<file path="src/rtl/ram2p8d256w_fifo_ctrl.sv">
// FIFO controller over an 8x256 two-port RAM with a 2-entry output stage hiding the read latency.
// Latency: push to popValid is 3 cycles when empty; pushReady drops only when the RAM holds 8 entries.
module ram2p8d256w_fifo_ctrl (
  input  logic         clockCore,
  input  logic         resetCoreN,
  input  logic         flush,
  input  logic         pushValid,
  output logic         pushReady,
  input  logic [255:0] pushData,
  output logic         popValid,
  input  logic         popReady,
  output logic [255:0] popData,
  output logic [3:0]   level,
  output logic         ramEnableWrite,
  output logic [2:0]   ramAddressWrite,
  output logic [255:0] ramWriteData,
  output logic         ramEnableRead,
  output logic [2:0]   ramAddressRead,
  input  logic [255:0] ramReadData
);

  logic [2:0]   wrPtr;
  logic [2:0]   rdPtr;
  logic [3:0]   ramCount;
  logic         rdPending;
  logic [1:0]   stageCount;
  logic [255:0] stage0;
  logic [255:0] stage1;

  logic         pushFire;
  logic         popFire;
  logic         readIssue;
  logic [2:0]   stageClaim;
  logic [1:0]   stageAfterPop;

  assign pushReady = (ramCount != 4'd8);
  assign popValid  = (stageCount != 2'd0);
  assign popData   = stage0;

  assign pushFire = pushValid && pushReady && !flush;
  assign popFire  = popValid && popReady && !flush;

  // Slots already spoken for once this cycle's pop leaves; a new read only issues if one stays free.
  assign stageClaim    = {1'b0, stageCount} + {2'b00, rdPending} - {2'b00, popFire};
  assign readIssue     = (ramCount != 4'd0) && (stageClaim < 3'd2) && !flush;
  assign stageAfterPop = stageCount - {1'b0, popFire};

  assign level = ramCount + {3'b000, rdPending} + {2'b00, stageCount};

  assign ramEnableWrite  = pushFire;
  assign ramAddressWrite = wrPtr;
  assign ramWriteData    = pushData;
  assign ramEnableRead   = readIssue;
  assign ramAddressRead  = rdPtr;

  always_ff @(posedge clockCore or negedge resetCoreN) begin
    if (!resetCoreN) begin
      wrPtr      <= 3'd0;
      rdPtr      <= 3'd0;
      ramCount   <= 4'd0;
      rdPending  <= 1'b0;
      stageCount <= 2'd0;
    end else if (flush) begin
      wrPtr      <= 3'd0;
      rdPtr      <= 3'd0;
      ramCount   <= 4'd0;
      rdPending  <= 1'b0;
      stageCount <= 2'd0;
    end else begin
      if (pushFire) begin
        wrPtr <= wrPtr + 3'd1;
      end
      if (readIssue) begin
        rdPtr <= rdPtr + 3'd1;
      end
      ramCount   <= ramCount + {3'b000, pushFire} - {3'b000, readIssue};
      rdPending  <= readIssue;
      stageCount <= stageAfterPop + {1'b0, rdPending};
    end
  end

  // Returning RAM data lands in the first slot left free after this cycle's pop.
  always_ff @(posedge clockCore or negedge resetCoreN) begin
    if (!resetCoreN) begin
      stage0 <= '0;
      stage1 <= '0;
    end else if (!flush) begin
      if (rdPending && (stageAfterPop == 2'd0)) begin
        stage0 <= ramReadData;
      end else if (popFire) begin
        stage0 <= stage1;
      end
      if (rdPending && (stageAfterPop == 2'd1)) begin
        stage1 <= ramReadData;
      end
    end
  end

endmodule

</file>
<file path="config.mk">
export PLATFORM = sky130hd
export DESIGN_NAME = ram2p8d256w_fifo_ctrl
export DESIGN_NICKNAME = d
export VERILOG_FILES = /design/src/rtl/ram2p8d256w_fifo_ctrl.sv
export SDC_FILE = /design/constraint.sdc
export NUM_CORES = 1
export LEC_CHECK = 0
export ABC_AREA = 1
export BUFFER_PORTS_ARGS = -buffer_cell sky130_fd_sc_hd__buf_2
export CAP_MARGIN = 20
export CORE_AREA = 3 3 407 409
export DETAILED_ROUTE_END_ITERATION = 16
export DIE_AREA = 0 0 410 412
export MAX_ROUTING_LAYER = met4
export PLACE_DENSITY = 0.34
export SYNTH_ARGS = -nofsm -noshare
export SYNTH_HDL_FRONTEND = slang
export SYNTH_SLANG_ARGS = --single-unit
</file>
<file path="constraint.sdc">
create_clock -name clockCore -period 7.7 [get_ports clockCore]
set_input_delay 1.54 -clock clockCore [delete_from_list [all_inputs] [get_ports clockCore]]
set_output_delay 1.54 -clock clockCore [all_outputs]
set_load 0.02 [all_outputs]
</file>
## After elaboration in Yosys (flattened, before gate mapping)

Cells that the tools add are included.

- Bits in registers: 525
- Input port bits: 517
- Output and inout bits: 526
- Logic and storage cells: 47

- $add $sub $neg: 10
- $lt $le $gt $ge: 1
- Eq/ne operators: 2
- Multiplexer cells: 9
- Bitwise gates (word level): 1
- Reduce and logical (&&, ||, !) cells: 17

Operator list:

| kind | count |
|---|---|
| 2-to-1 mux 256 bit | 2 |
| 2-to-1 mux 3 bit | 4 |
| adder 4 x 1 -> 4 bit | 2 |
| logical AND 1 bit | 8 |
| nonzero test 2 bit | 4 |
| adder 3 x 1 -> 3 bit (second input constant) | 2 |
| adder 4 x 2 -> 4 bit | 1 |
| 2-to-1 mux 4 bit | 1 |
| inequality test 4 bit (second input constant) | 1 |
| AND reduction 2 bit | 2 |
| nonzero test 4 bit | 1 |
| subtractor 4 x 1 -> 4 bit | 1 |
| adder 2 x 1 -> 3 bit | 1 |
| less-than comparator 3 x 2 -> 1 bit (second input constant) | 1 |
| subtractor 3 x 1 -> 3 bit | 1 |
| adder 2 x 1 -> 2 bit | 1 |
| equality test 2 x 1 -> 1 bit (second input constant) | 1 |
| logical NOT 2 bit | 1 |
| 2-to-1 mux 2 bit | 1 |
| subtractor 2 x 1 -> 2 bit | 1 |
| logical NOT 1 bit | 1 |
| 2-to-1 mux 1 bit | 1 |
| inverter 1 bit | 1 |

## Depth between registers and ports, before layout

- Depth in word-level cells: 9
- Gate-level depth with buffers: 20
- Depth with buffers taken out: 18

## Worst setup path after synthesis

Ideal clock, no wire load.

- Kind: in2out
- From: input flush
- To: output ramEnableRead
- Data arrival time: 3.438 ns
- Data required time: 6.160 ns
- Slack: 2.722 ns
- Stages on the path: 10
- Buffers on the path: 2
- Path through: inv_2 buf_4 nand2_1 nand2_1 nand2_1 clkbuf_1 nand2_1 fa_1 nand4_1 nor2_1

- Cells in the longest elaborated chain, start to end: 6

Ends and longest elaborated chain:

| item | line | text |
|---|---|---|
| from (decl) | 6 | `input logic flush,` |
| logical NOT 1 bit (*) | - |  |
| logical AND 1 bit | 41 | `assign popFire = popValid && popReady && !flush;` |
| subtractor 3 x 1 -> 3 bit | 44 | `assign stageClaim = {1'b0, stageCount} + {2'b00, rdPending} - {2'b00, popFire};` |
| less-than comparator 3 x 2 -> 1 bit | 45 | `assign readIssue = (ramCount != 4'd0) && (stageClaim < 3'd2) && !flush;` |
| logical AND 1 bit | 45 |  |
| logical AND 1 bit (*) | 45 |  |
| to (decl) | 17 | `output logic ramEnableRead,` |

Mark *: on every way between the ends. The rest lies on a longest branch, timed or not.

## Worst setup path in the final report

Ends and elaborated chain as after synthesis.

==> results by group <==
Pwr
  • Combinational share of power: 0.396
  • Reg power frac: 0.338
  • Max IR drop VDD: 0.270 mV
  • Sw Ratio: 0.437
  • Clock power share: 0.266
  • Total power: 13.0 mW
  • LEAKAGE: 17.4 nW
  • PD cells: 406 nW/µm²
  • Cell-internal power: 7.34 mW
  • Sw power: 5.69 mW

Clock tree
  • Post-CTS resize count: 0
  • Clock sink count: 525
  • Cts hold-fix bufs: 0
  • CTS max path bufs: 3
  • H-tree levels: 3
  • Clock Tree Root: clkbuf_16
  • Skew-Pair Late Insertion Delay: 0.67 ns
  • Post-CTS Setup Bufs: 0
  • Total CTS buffers: 75
  • CTS tree: built
  • Worst-path clk slew: 0.05 ns

Yosys
  • Post-synth ARST share: 1.00
  • Top_reg_cell synth: dfrtp_1
  • Mapped Cells: 3459
  • Synth Cell Area: 26800 µm²
  • Synthesis-stage register bit count: 525
  • Synthesis warning total: 0
  • Register area share after synthesis: 0.491
  • Syn nets: 3991
  • Number of flops mapped to enable cells by yosys: 0
  • Syn Area/Cell: 7.74 µm²
  • Synth unique cells: 20

Global route
  • Largest net degree at the start of global routing: 147
  • First-pass GRT wire length: 170000 µm
  • Vias in the first global route: 24.0k
  • Number of antenna violations at the first check in global routing: 23
  • Total GRT Usage: 0.137
  • Global route total overflow: 0

Floorplanning
  • Die Ht: 412 µm
  • Die area: 169000 µm²
  • I/O pin cnt: 1043
  • Core Area: 162000 µm²
  • Initial Utilization: 0.165
  • Rows: 148
  • Chip width: 410 µm

Timing
  • Top achievable clock speed: 173 MHz
  • Max-slew violation count: 0
  • Headroom to the max-slew limit: 0.156
  • Tmin final: 5.79 ns
  • WHS: 0.466 ns
  • TNS Setup: 0 ns
  • Final Hold Viols: 0
  • RSZ-0062 raised after global routing: no
  • Slew @ Worst Pin: 1.27 ns
  • Setup violators final: 0
  • Worst clock skew: 0.0218 ns
  • Tcrit/Tclk final: 0.751

Worst setup path
  • Crit path capture type: primary output
  • Crit-path max cell delay: 0.57 ns
  • Critical-path cell list: buf_2, inv_2, nand4_1, buf_12, inv_1, fa_1, nand4_1, nor2_1, buf_2
  • WP data required: 6.16 ns
  • Slowest CP cell: buf_12
  • Setup Crit Path Kind: input port to primary output
  • CP Max Fanout: 125
  • Critical path arrival: 4.25 ns
  • Startpoint types: input port

Placed design
  • GPL Wtd Cong: 0.717
  • DP Wirelength: 70500 µm
  • IO buf count: 530

Status
  • Status: finished, final reports clean

Route
  • Detailed Route Iter0 Violations: 1549
  • Via count: 23.8k
  • Drt via density: 4.10
  • DRC: 0
  • Routed Antenna Nets: 0
  • First-pass iteration count of the detailed router: 5
  • Average wire per standard cell: 19.9 µm
  • WL final: 116000 µm

Cells and area
  • Layout Nets: 4103
  • Layout Utilization: 0.198
  • Most frequent cells in the layout: nand2_1, buf_2, dfrtp_1
  • Most common cell after layout, fill and taps aside: nand2_1
  • Synth-to-Final Area Change: 20.0%
  • Layout cells sized above 1: 0.193

Run
  • MaxCap Viol Count: 0

Hold path
  • HP Class: flop to flop
[state kept, by name, indices dropped and copies added (netlist names)]
register / flops
popData: 256
stage1: 256
ramCount: 4
ramAddressRead: 3
ramAddressWrite: 3
stageCount: 2
rdPending: 1
[logic make-up after synthesis]
family          count (synthesis)  share of synthesized area
simple gates                 2351                      0.379
buf+inv                       557                      0.120
flops                         525                      0.491
fa+ha+maj                      15                    0.00813
compound gates                  6                    0.00131
xor+xnor                        5                    0.00164
[final timing paths]
check / startpoint / end / slack (ns) / depth (start not counted)
max in group asynchronous: resetCoreN / stage1[40] / 5.24 / 3
max reg2reg: stageCount[1] / stage1[41] / 3.38 / 9
max: flush / ramEnableRead / 1.91 / 9
min in group asynchronous: resetCoreN / popData[28] / 0.88 / 1
min: stage1[172] / stage1[172] / 0.47 / 2
min reg2reg: stage1[172] / stage1[172] / 0.47 / 2
[layer usage]
layer	vias to the layer above	global-route usage	share of wire
met5	-	-	0
met4	0	0.0493	0.030
li1	11300	-	-
met3	244	0.0371	0.070
met1	11600	0.166	0.43
met2	723	0.217	0.47
[layout make-up]
| type | instances | area [µm²] |
|---|---|---|
| tap | 2175 | 2720 |
| fill | 18500 | 130000 |
| clock buffer | 108 | 2170 |
| sequential | 525 | 13100 |
| timing repair buffer | 573 | 3200 |
| antenna | 18 | 45.0 |
| multi-input combinational | 2377 | 10500 |
| clock inverter | 21 | 272 |
| inverter | 19 | 71.3 |
[synthesized netlist by cell type, drive strengths merged (2+ instances only)]
cell,number,share of area
dfrtp,525,0.49
inv,19,0.0027
nand3,523,0.098
buf,404,0.098
a21oi,3,0.00056
clkbuf,134,0.019
xor2,3,0.00098
nor2,12,0.0017
fa,4,0.0030
ha,11,0.0051
nand4,258,0.060
nand2,1557,0.22
xnor2,2,0.00065
[worst max-delay path: cells and delay by family]
kind                       cells  cell delay, ns
buffers and inverters          5            1.38
adders and majority gates      1            0.55
and+or+nand+nor                3            0.77
[power by group through the flow]
stage	combinational, mW	clock (mW)	sequential, mW
2_1_floorplan	3.00	0	4.87
3_3_place_gp	5.28	0	4.47
3_5_place_dp	5.29	0	4.46
4_1_cts	5.31	3.62	4.42
5_1_grt	5.83	3.71	4.54
6_report	5.16	3.46	4.41
[metrics by stage]
step                setup WS, ns  instances  instance area (µm²)
finish                      1.91       5816                32100
global route                1.65       5815                32100
CTS                         1.82       5798                32100
detailed placement          1.82       5669                29600
global placement            1.86       5669                29600
floorplan                   2.72       3459                26800
No activity file was read; power rests on OpenSTA's default activity.
